===== src/rtl/regfile_wb_arbiter_pkg.sv =====
// Shared widths, defaults and the write-back entry type for the register file write-port arbiter.
package regfile_wb_arbiter_pkg;

  localparam int unsigned REG_ADDR_W = 5;
  localparam int unsigned XLEN       = 32;
  localparam int unsigned NUM_REGS   = 32;

  localparam logic [REG_ADDR_W-1:0] REG_X0 = '0;

  localparam int unsigned QDEPTH_DEFAULT  = 2;
  localparam int unsigned MAX_OUT_DEFAULT = 4;

  typedef logic [REG_ADDR_W-1:0] reg_addr_t;
  typedef logic [XLEN-1:0]       xlen_t;

  // One buffered mul/div result waiting for the write port.
  typedef struct packed {
    reg_addr_t addr;
    xlen_t     data;
  } wb_entry_t;

endpackage


===== src/rtl/regfile_wb_arbiter_wb_result_fifo.sv =====
// Small FIFO holding mul/div results that lost the write port to the pipeline.
module regfile_wb_arbiter_wb_result_fifo
  import regfile_wb_arbiter_pkg::*;
#(
  parameter int unsigned QDEPTH = QDEPTH_DEFAULT,
  localparam int unsigned PtrW  = $clog2(QDEPTH),
  localparam int unsigned CntW  = $clog2(QDEPTH + 1)
) (
  input  logic      CLK,
  input  logic      RESET,
  input  logic      push,
  input  wb_entry_t push_entry,
  input  logic      pop,
  output wb_entry_t head,
  output logic      full,
  output logic      empty
);

  wb_entry_t        mem_q [QDEPTH];
  logic [PtrW-1:0]  wr_ptr_q, wr_ptr_d;
  logic [PtrW-1:0]  rd_ptr_q, rd_ptr_d;
  logic [CntW-1:0]  count_q, count_d;
  logic             do_push, do_pop;

  assign full  = (count_q == CntW'(QDEPTH));
  assign empty = (count_q == '0);
  assign head  = mem_q[rd_ptr_q];

  // Pointer and occupancy next state; pointers wrap naturally since QDEPTH is a power of two.
  always_comb begin
    do_push  = push && !full;
    do_pop   = pop && !empty;
    wr_ptr_d = do_push ? wr_ptr_q + 1'b1 : wr_ptr_q;
    rd_ptr_d = do_pop ? rd_ptr_q + 1'b1 : rd_ptr_q;
    count_d  = count_q;
    if (do_push && !do_pop) begin
      count_d = count_q + 1'b1;
    end else if (do_pop && !do_push) begin
      count_d = count_q - 1'b1;
    end
  end

  // Control state; reset discards every queued entry.
  always_ff @(posedge CLK or posedge RESET) begin
    if (RESET) begin
      wr_ptr_q <= '0;
      rd_ptr_q <= '0;
      count_q  <= '0;
    end else begin
      wr_ptr_q <= wr_ptr_d;
      rd_ptr_q <= rd_ptr_d;
      count_q  <= count_d;
    end
  end

  // Entry storage; contents are only meaningful between push and pop, so no reset.
  always_ff @(posedge CLK) begin
    if (do_push) begin
      mem_q[wr_ptr_q] <= push_entry;
    end
  end

endmodule


===== src/rtl/regfile_wb_arbiter.sv =====
// Register file write-port owner: pipeline writeback has absolute priority, mul/div results
// are written from a small FIFO or bypassed straight through, and a per-register pending
// scoreboard lets the hazard unit stall readers of in-flight mul/div destinations.
module regfile_wb_arbiter
  import regfile_wb_arbiter_pkg::*;
#(
  parameter int unsigned QDEPTH  = QDEPTH_DEFAULT,
  parameter int unsigned MAX_OUT = MAX_OUT_DEFAULT,
  localparam int unsigned OutW   = $clog2(MAX_OUT + 1)
) (
  input  logic                  CLK,
  input  logic                  RESET,
  input  logic                  PIPE_WRITE,
  input  logic [REG_ADDR_W-1:0] PIPE_ADDR,
  input  logic [XLEN-1:0]       PIPE_DATA,
  input  logic                  MD_ISSUE,
  input  logic [REG_ADDR_W-1:0] MD_ISSUE_ADDR,
  output logic                  MD_ISSUE_READY,
  input  logic                  MD_VALID,
  input  logic [REG_ADDR_W-1:0] MD_ADDR,
  input  logic [XLEN-1:0]       MD_DATA,
  output logic                  MD_READY,
  input  logic [REG_ADDR_W-1:0] RD1_ADDR,
  input  logic [REG_ADDR_W-1:0] RD2_ADDR,
  output logic                  RD1_BUSY,
  output logic                  RD2_BUSY,
  output logic                  RF_WRITE,
  output logic [REG_ADDR_W-1:0] RF_ADDR,
  output logic [XLEN-1:0]       RF_DATA,
  output logic [NUM_REGS-1:0]   PENDING,
  output logic                  ERR
);

  logic [NUM_REGS-1:0]   pending_q, pending_d;
  logic [OutW-1:0]       out_q, out_d;
  logic                  err_q, err_d;

  logic                  pipe_act, md_ready, md_hs, md_keep, bypass;
  logic                  fifo_push, fifo_pop, fifo_full, fifo_empty;
  logic                  issue_ready, issue_set, md_wr, wr_clr;
  logic                  rf_write;
  logic [REG_ADDR_W-1:0] rf_addr;
  logic [XLEN-1:0]       rf_data;
  wb_entry_t             md_entry, fifo_head;

  assign md_entry = '{addr: MD_ADDR, data: MD_DATA};

  // A pop in the same cycle does not free a slot for the incoming result.
  assign md_ready = !RESET && !fifo_full;

  assign issue_ready = !RESET && (out_q < OutW'(MAX_OUT)) &&
                       !((MD_ISSUE_ADDR != REG_X0) && pending_q[MD_ISSUE_ADDR]);

  regfile_wb_arbiter_wb_result_fifo #(
    .QDEPTH(QDEPTH)
  ) u_fifo (
    .CLK       (CLK),
    .RESET     (RESET),
    .push      (fifo_push),
    .push_entry(md_entry),
    .pop       (fifo_pop),
    .head      (fifo_head),
    .full      (fifo_full),
    .empty     (fifo_empty)
  );

  // Write-port priority: pipeline, then oldest queued result, then direct bypass.
  always_comb begin
    pipe_act  = PIPE_WRITE && (PIPE_ADDR != REG_X0);
    md_hs     = MD_VALID && md_ready;
    md_keep   = md_hs && (MD_ADDR != REG_X0);
    fifo_pop  = !pipe_act && !fifo_empty;
    bypass    = !pipe_act && fifo_empty && md_keep;
    fifo_push = md_keep && !bypass;
    rf_write  = pipe_act || fifo_pop || bypass;
    rf_addr   = PIPE_ADDR;
    rf_data   = PIPE_DATA;
    if (fifo_pop) begin
      rf_addr = fifo_head.addr;
      rf_data = fifo_head.data;
    end else if (bypass) begin
      rf_addr = MD_ADDR;
      rf_data = MD_DATA;
    end
  end

  // Scoreboard next state; a same-register issue overrides the clear from its own write.
  always_comb begin
    md_wr     = fifo_pop || bypass;
    wr_clr    = md_wr && pending_q[rf_addr];
    issue_set = MD_ISSUE && issue_ready && (MD_ISSUE_ADDR != REG_X0);
    pending_d = pending_q;
    if (md_wr) begin
      pending_d[rf_addr] = 1'b0;
    end
    if (issue_set) begin
      pending_d[MD_ISSUE_ADDR] = 1'b1;
    end
    // Only results that retire a pending op decrement, so stray results cannot underflow.
    out_d = out_q;
    if (issue_set && !wr_clr) begin
      out_d = out_q + 1'b1;
    end else if (wr_clr && !issue_set) begin
      out_d = out_q - 1'b1;
    end
  end

  // Sticky protocol error detection.
  always_comb begin
    err_d = err_q;
    if (pipe_act && pending_q[PIPE_ADDR]) begin
      err_d = 1'b1;
    end
    if (md_keep && !pending_q[MD_ADDR]) begin
      err_d = 1'b1;
    end
    if (MD_ISSUE && !issue_ready) begin
      err_d = 1'b1;
    end
  end

  // Scoreboard, outstanding count and error flag registers.
  always_ff @(posedge CLK or posedge RESET) begin
    if (RESET) begin
      pending_q <= '0;
      out_q     <= '0;
      err_q     <= 1'b0;
    end else begin
      pending_q <= pending_d;
      out_q     <= out_d;
      err_q     <= err_d;
    end
  end

  assign RF_WRITE       = !RESET && rf_write;
  assign RF_ADDR        = rf_addr;
  assign RF_DATA        = rf_data;
  assign MD_READY       = md_ready;
  assign MD_ISSUE_READY = issue_ready;
  assign RD1_BUSY       = !RESET && (RD1_ADDR != REG_X0) && pending_q[RD1_ADDR];
  assign RD2_BUSY       = !RESET && (RD2_ADDR != REG_X0) && pending_q[RD2_ADDR];
  assign PENDING        = pending_q;
  assign ERR            = err_q;

endmodule


===== config.mk =====
export PLATFORM = sky130hd
export DESIGN_NAME = regfile_wb_arbiter
export DESIGN_NICKNAME = d
export VERILOG_FILES = /design/src/rtl/regfile_wb_arbiter_pkg.sv /design/src/rtl/regfile_wb_arbiter_wb_result_fifo.sv /design/src/rtl/regfile_wb_arbiter.sv
export SDC_FILE = /design/constraint.sdc
export NUM_CORES = 1
export LEC_CHECK = 0
export CAP_MARGIN = 5
export CORE_UTILIZATION = 51
export DETAILED_ROUTE_END_ITERATION = 8
export GPL_TIMING_DRIVEN = 0
export HOLD_SLACK_MARGIN = 0.05
export PLACE_DENSITY = 0.83
export SLEW_MARGIN = 20
export SYNTH_ARGS = -nofsm -noshare
export SYNTH_HDL_FRONTEND = slang
export SYNTH_SLANG_ARGS = --single-unit
export TNS_END_PERCENT = 30

===== constraint.sdc =====
create_clock -name CLK -period 3.9 [get_ports CLK]
set_clock_uncertainty 0.05 [all_clocks]
set_input_delay 0.39 -clock CLK [delete_from_list [all_inputs] [get_ports CLK]]
set_output_delay 0.39 -clock CLK [all_outputs]
set_load 0.05 [all_outputs]

==> reports/qor.txt <==
status -> completed
routed via count -> 6616
Non-Filler Instances -> 1009
Worst setup SP type -> input port
Area contributors post-synth -> edfxtp_1, dfrtp_1, mux4_2, nand2_1, a211oi_1
combinational fraction of design power -> 49.3%
WS Path Type -> in -> reg
Final Hold Fails -> 0
P_int -> 0.00404 W
Cell Pwr Density -> 770 nW/um2
Flop pwr share -> 28.0%
endpoints failing setup -> 0
vias in the first global route -> 6442
asr flop ratio synth -> 35.1%
simple-gate share of the synthesized area -> 14.2%
clk buf depth -> 2
Final Cycle Share -> 99.0%
post-synth top area share -> 31.9%
Ports -> 169
Num CTS Buffers -> 17
cells after synthesis -> 633
crit path DAT -> 4.14 ns
GP Congestion -> 1.01
drt initial violations -> 712
compound-cell area share of the yosys netlist -> 17.4%
clk sinks -> 114
dominant synthesized flop cell -> edfxtp_1
WP data required -> 4.18 ns
Initial Util -> 52.4%
Final #Nets -> 916
Syn Nets -> 730
antenna violations before repair -> 1
die height -> 119 um
hold-critical path endpoint -> PENDING[3]
largest net degree at the start of global routing -> 36
setup tns final -> 0 ns
Peak VDD IR -> 589 uV
die area -> 14100 um2
CTS tree -> built
cell accounting for the most synthesized area -> edfxtp_1
Detail Route Antenna Nets -> 0
Yosys Warn Count -> 0
Hold Crit Class -> in -> reg
final WL -> 22400 um
Placed Instances -> 972
drt first pass iters -> 5
max_slew headroom -> 62.8%
area share of fa/ha/maj cells after synthesis -> 0.646%
port bufs -> 160
sequential share of the synthesized area -> 46.2%
Pleak -> 3.49 nW
Post-Synth XOR/XNOR Area -> 1.01%
total DRC errors in the routed layout -> 0
Setup crit end kind -> flip-flop
Cell variety after synth -> 60
GRT Overall Usage -> 32.0%
Sw Share -> 45.5%
Max Slew Vio Count -> 0
Worst Reg-to-Reg Cells -> 15
Max FO, Critical Path -> 10
clock latency on the worst-skew pair -> 0.41 ns
syn avg cell area -> 11.0 um2
Root Driver -> clkbuf_16
post-synthesis mux area share -> 17.0%
Mapped Area -> 6970 um2
Clock transition at path regs -> 0.05 ns
filler cell count in the final layout -> 866
GRT overflow -> 0
Area Overhead vs Synth -> 38.2%
RSZ-0062 raised after global routing -> true
multi-input logic area -> 3630 um2
global-route wire length before repair -> 34500 um
Reg area -> 3220 um2
Post-synth EDFFs -> 74
maximum capacitance violations -> 0
largest family of logic cells by synthesized area -> compound AO/OA/AOI/OAI gates
Max Clk Rate -> 259 MHz
hpwl dp -> 15600 um
H-tree depth -> 4
post-DR vias/cell -> 6.56
worst slew pin tran -> 0.558 ns
min-delay src -> MD_ISSUE_ADDR[0]
switching power total -> 0.00337 W
reg2reg end -> out_q[2]
#FFs+latches synth -> 114
Tmin final -> 3.86 ns
core box area -> 13300 um2
die width -> 119 um
clock power share -> 22.7%
Site Rows -> 42
R2R Path Start -> u_fifo.count_q[0]
Avg WL per Cell -> 22.2 um
share of cells above drive strength 1 -> 17.9%
Cells on Worst Hold Path -> 4
Reg2Reg Setup Slack -> 0.14 ns
==> synth_stat cells, drive strengths merged (5+ instances only) <==
library cell / number
and3: 6
dfrtp: 40
nand2: 83
nand3: 15
nor2b: 37
xor2: 5
a21oi: 13
inv: 13
mux2: 9
nor2: 14
buf: 13
a31oi: 33
a32oi: 7
clkbuf: 31
nand3b: 5
o21ai: 77
o22ai: 6
edfxtp: 74
mux4: 37
mux2i: 25
a211oi: 36
==> per-layer routing <==
metal  global-route usage [%]  vias to the layer above  part of all wire, %  wire (um)
li1                         -                     2841                    -          -
met1                     40.3                     3176                   38       8450
met2                     52.1                      491                   47      10600
met3                     7.33                      108                   10       2310
met4                     16.2                        0                  4.6       1040
met5                        0                        -                    0          0
==> kinds of logic (layout without fill, tap and decap cells) <==
family,count (synthesis),count (layout)
AO/OA/AOI/OAI,192,192
AND/OR/NAND/NOR,188,188
flip-flops,114,114
multiplexers,71,71
buffers and inverters,57,256
XOR/XNOR,8,8
adder cells (fa/ha/maj),3,3
other,0,1
==> cell usage in the layout, fill, tap and decap left out, types with 4 or more instances in the layout <==
master / count
clkdlybuf4s15_2: 4
buf_4: 9
o21ai_0: 44
nand2_1: 80
nor2_1: 13
nor2b_1: 36
dfrtp_1: 40
o21ai_1: 31
o311ai_0: 4
edfxtp_1: 74
and3_1: 6
mux4_2: 37
nand3_2: 4
clkdlybuf4s50_1: 127
a31oi_1: 33
a32oi_1: 5
a21oi_1: 13
clkbuf_2: 15
mux2i_1: 24
buf_2: 4
o31ai_1: 4
bufinv_16: 5
inv_1: 10
mux2_2: 9
xor2_1: 5
nand2b_1: 4
clkbuf_1: 28
clkdlybuf4s15_1: 14
o22ai_1: 6
a211oi_1: 35
nand3_1: 9
clkbuf_16: 17
==> critical path: stages <==
cell and delay, ns:
clkdlybuf4s50_1 0.43, buf_2 0.21, or4_4 0.52, or2_2 0.35
nand3_4 0.15, a32oi_4 0.19, inv_4 0.14, nand3_2 0.13
o22a_1 0.28, o221ai_2 0.08, nand4bb_1 0.19, ha_1 0.20
inv_1 0.06, fa_1 0.38, xor2_1 0.16, nor2_1 0.11
xor2_1 0.16
==> through the flow <==
step | hold slack [ns] | power, W | util [%] | worst slack [ns] | area (um2)
CTS | 0.386 | 0.00730 | 71.8 | 0.00829 | 9540
global placement | 0.428 | 0.00555 | 66.1 | -0.826 | 8790
detailed placement | 0.430 | 0.00565 | 66.6 | -0.822 | 8860
global route | 0.389 | 0.00766 | 72.4 | -0.135 | 9630
finish | 0.390 | 0.00741 | 72.4 | 0.0386 | 9630
floorplan | 0.412 | 0.00434 | - | -0.0434 | 6970
==> state kept, by name (all words and copies together), names as in the netlist <==
signal and flops:
u_fifo.count_q 2, PENDING 32, u_fifo.rd_ptr_q 1, u_fifo.mem_q 74, out_q 3, ERR 1
u_fifo.wr_ptr_q 1
==> layout make-up <==
type	instances	share of cell area, %
flip-flops and latches	114	33.5
clock buffers	19	4.50
multi-input cells	462	37.7
inverters	13	0.533
diodes	1	0.0260
well taps	176	2.29
repair buffers	169	17.2
clock inverters	13	2.14
plain buffers	42	2.13
==> power groups by stage <==
stage | clock, W | sequential (W) | combinational [W]
2_1_floorplan | 0 | 0.00230 | 0.00204
3_3_place_gp | 0 | 0.00203 | 0.00351
3_5_place_dp | 0 | 0.00203 | 0.00362
4_1_cts | 0.00169 | 0.00201 | 0.00359
5_1_grt | 0.00175 | 0.00208 | 0.00383
6_report | 0.00168 | 0.00208 | 0.00365
==> worst max path at each step <==
stage                     start        endpoint  slack (ns)  cells past startpoint
floorplan           PENDING[15]        out_q[2]       -0.04                     12
global placement          RESET        out_q[2]       -0.83                     14
detailed placement        RESET        out_q[1]       -0.82                     12
CTS                 PENDING[18]  MD_ISSUE_READY       0.008                      6
global route         MD_ADDR[1]        out_q[2]       -0.14                     18
finish               MD_ADDR[1]        out_q[2]        0.04                     17
==> repair_timing <==
action,in CTS,in global routing
hold buffers,0,0
buffers inserted,2,4
pin swaps,0,3
resized for setup,64,68
gates cloned,0,0
setup endpoints to repair,37,32
(Power assumes the default switching activity.)
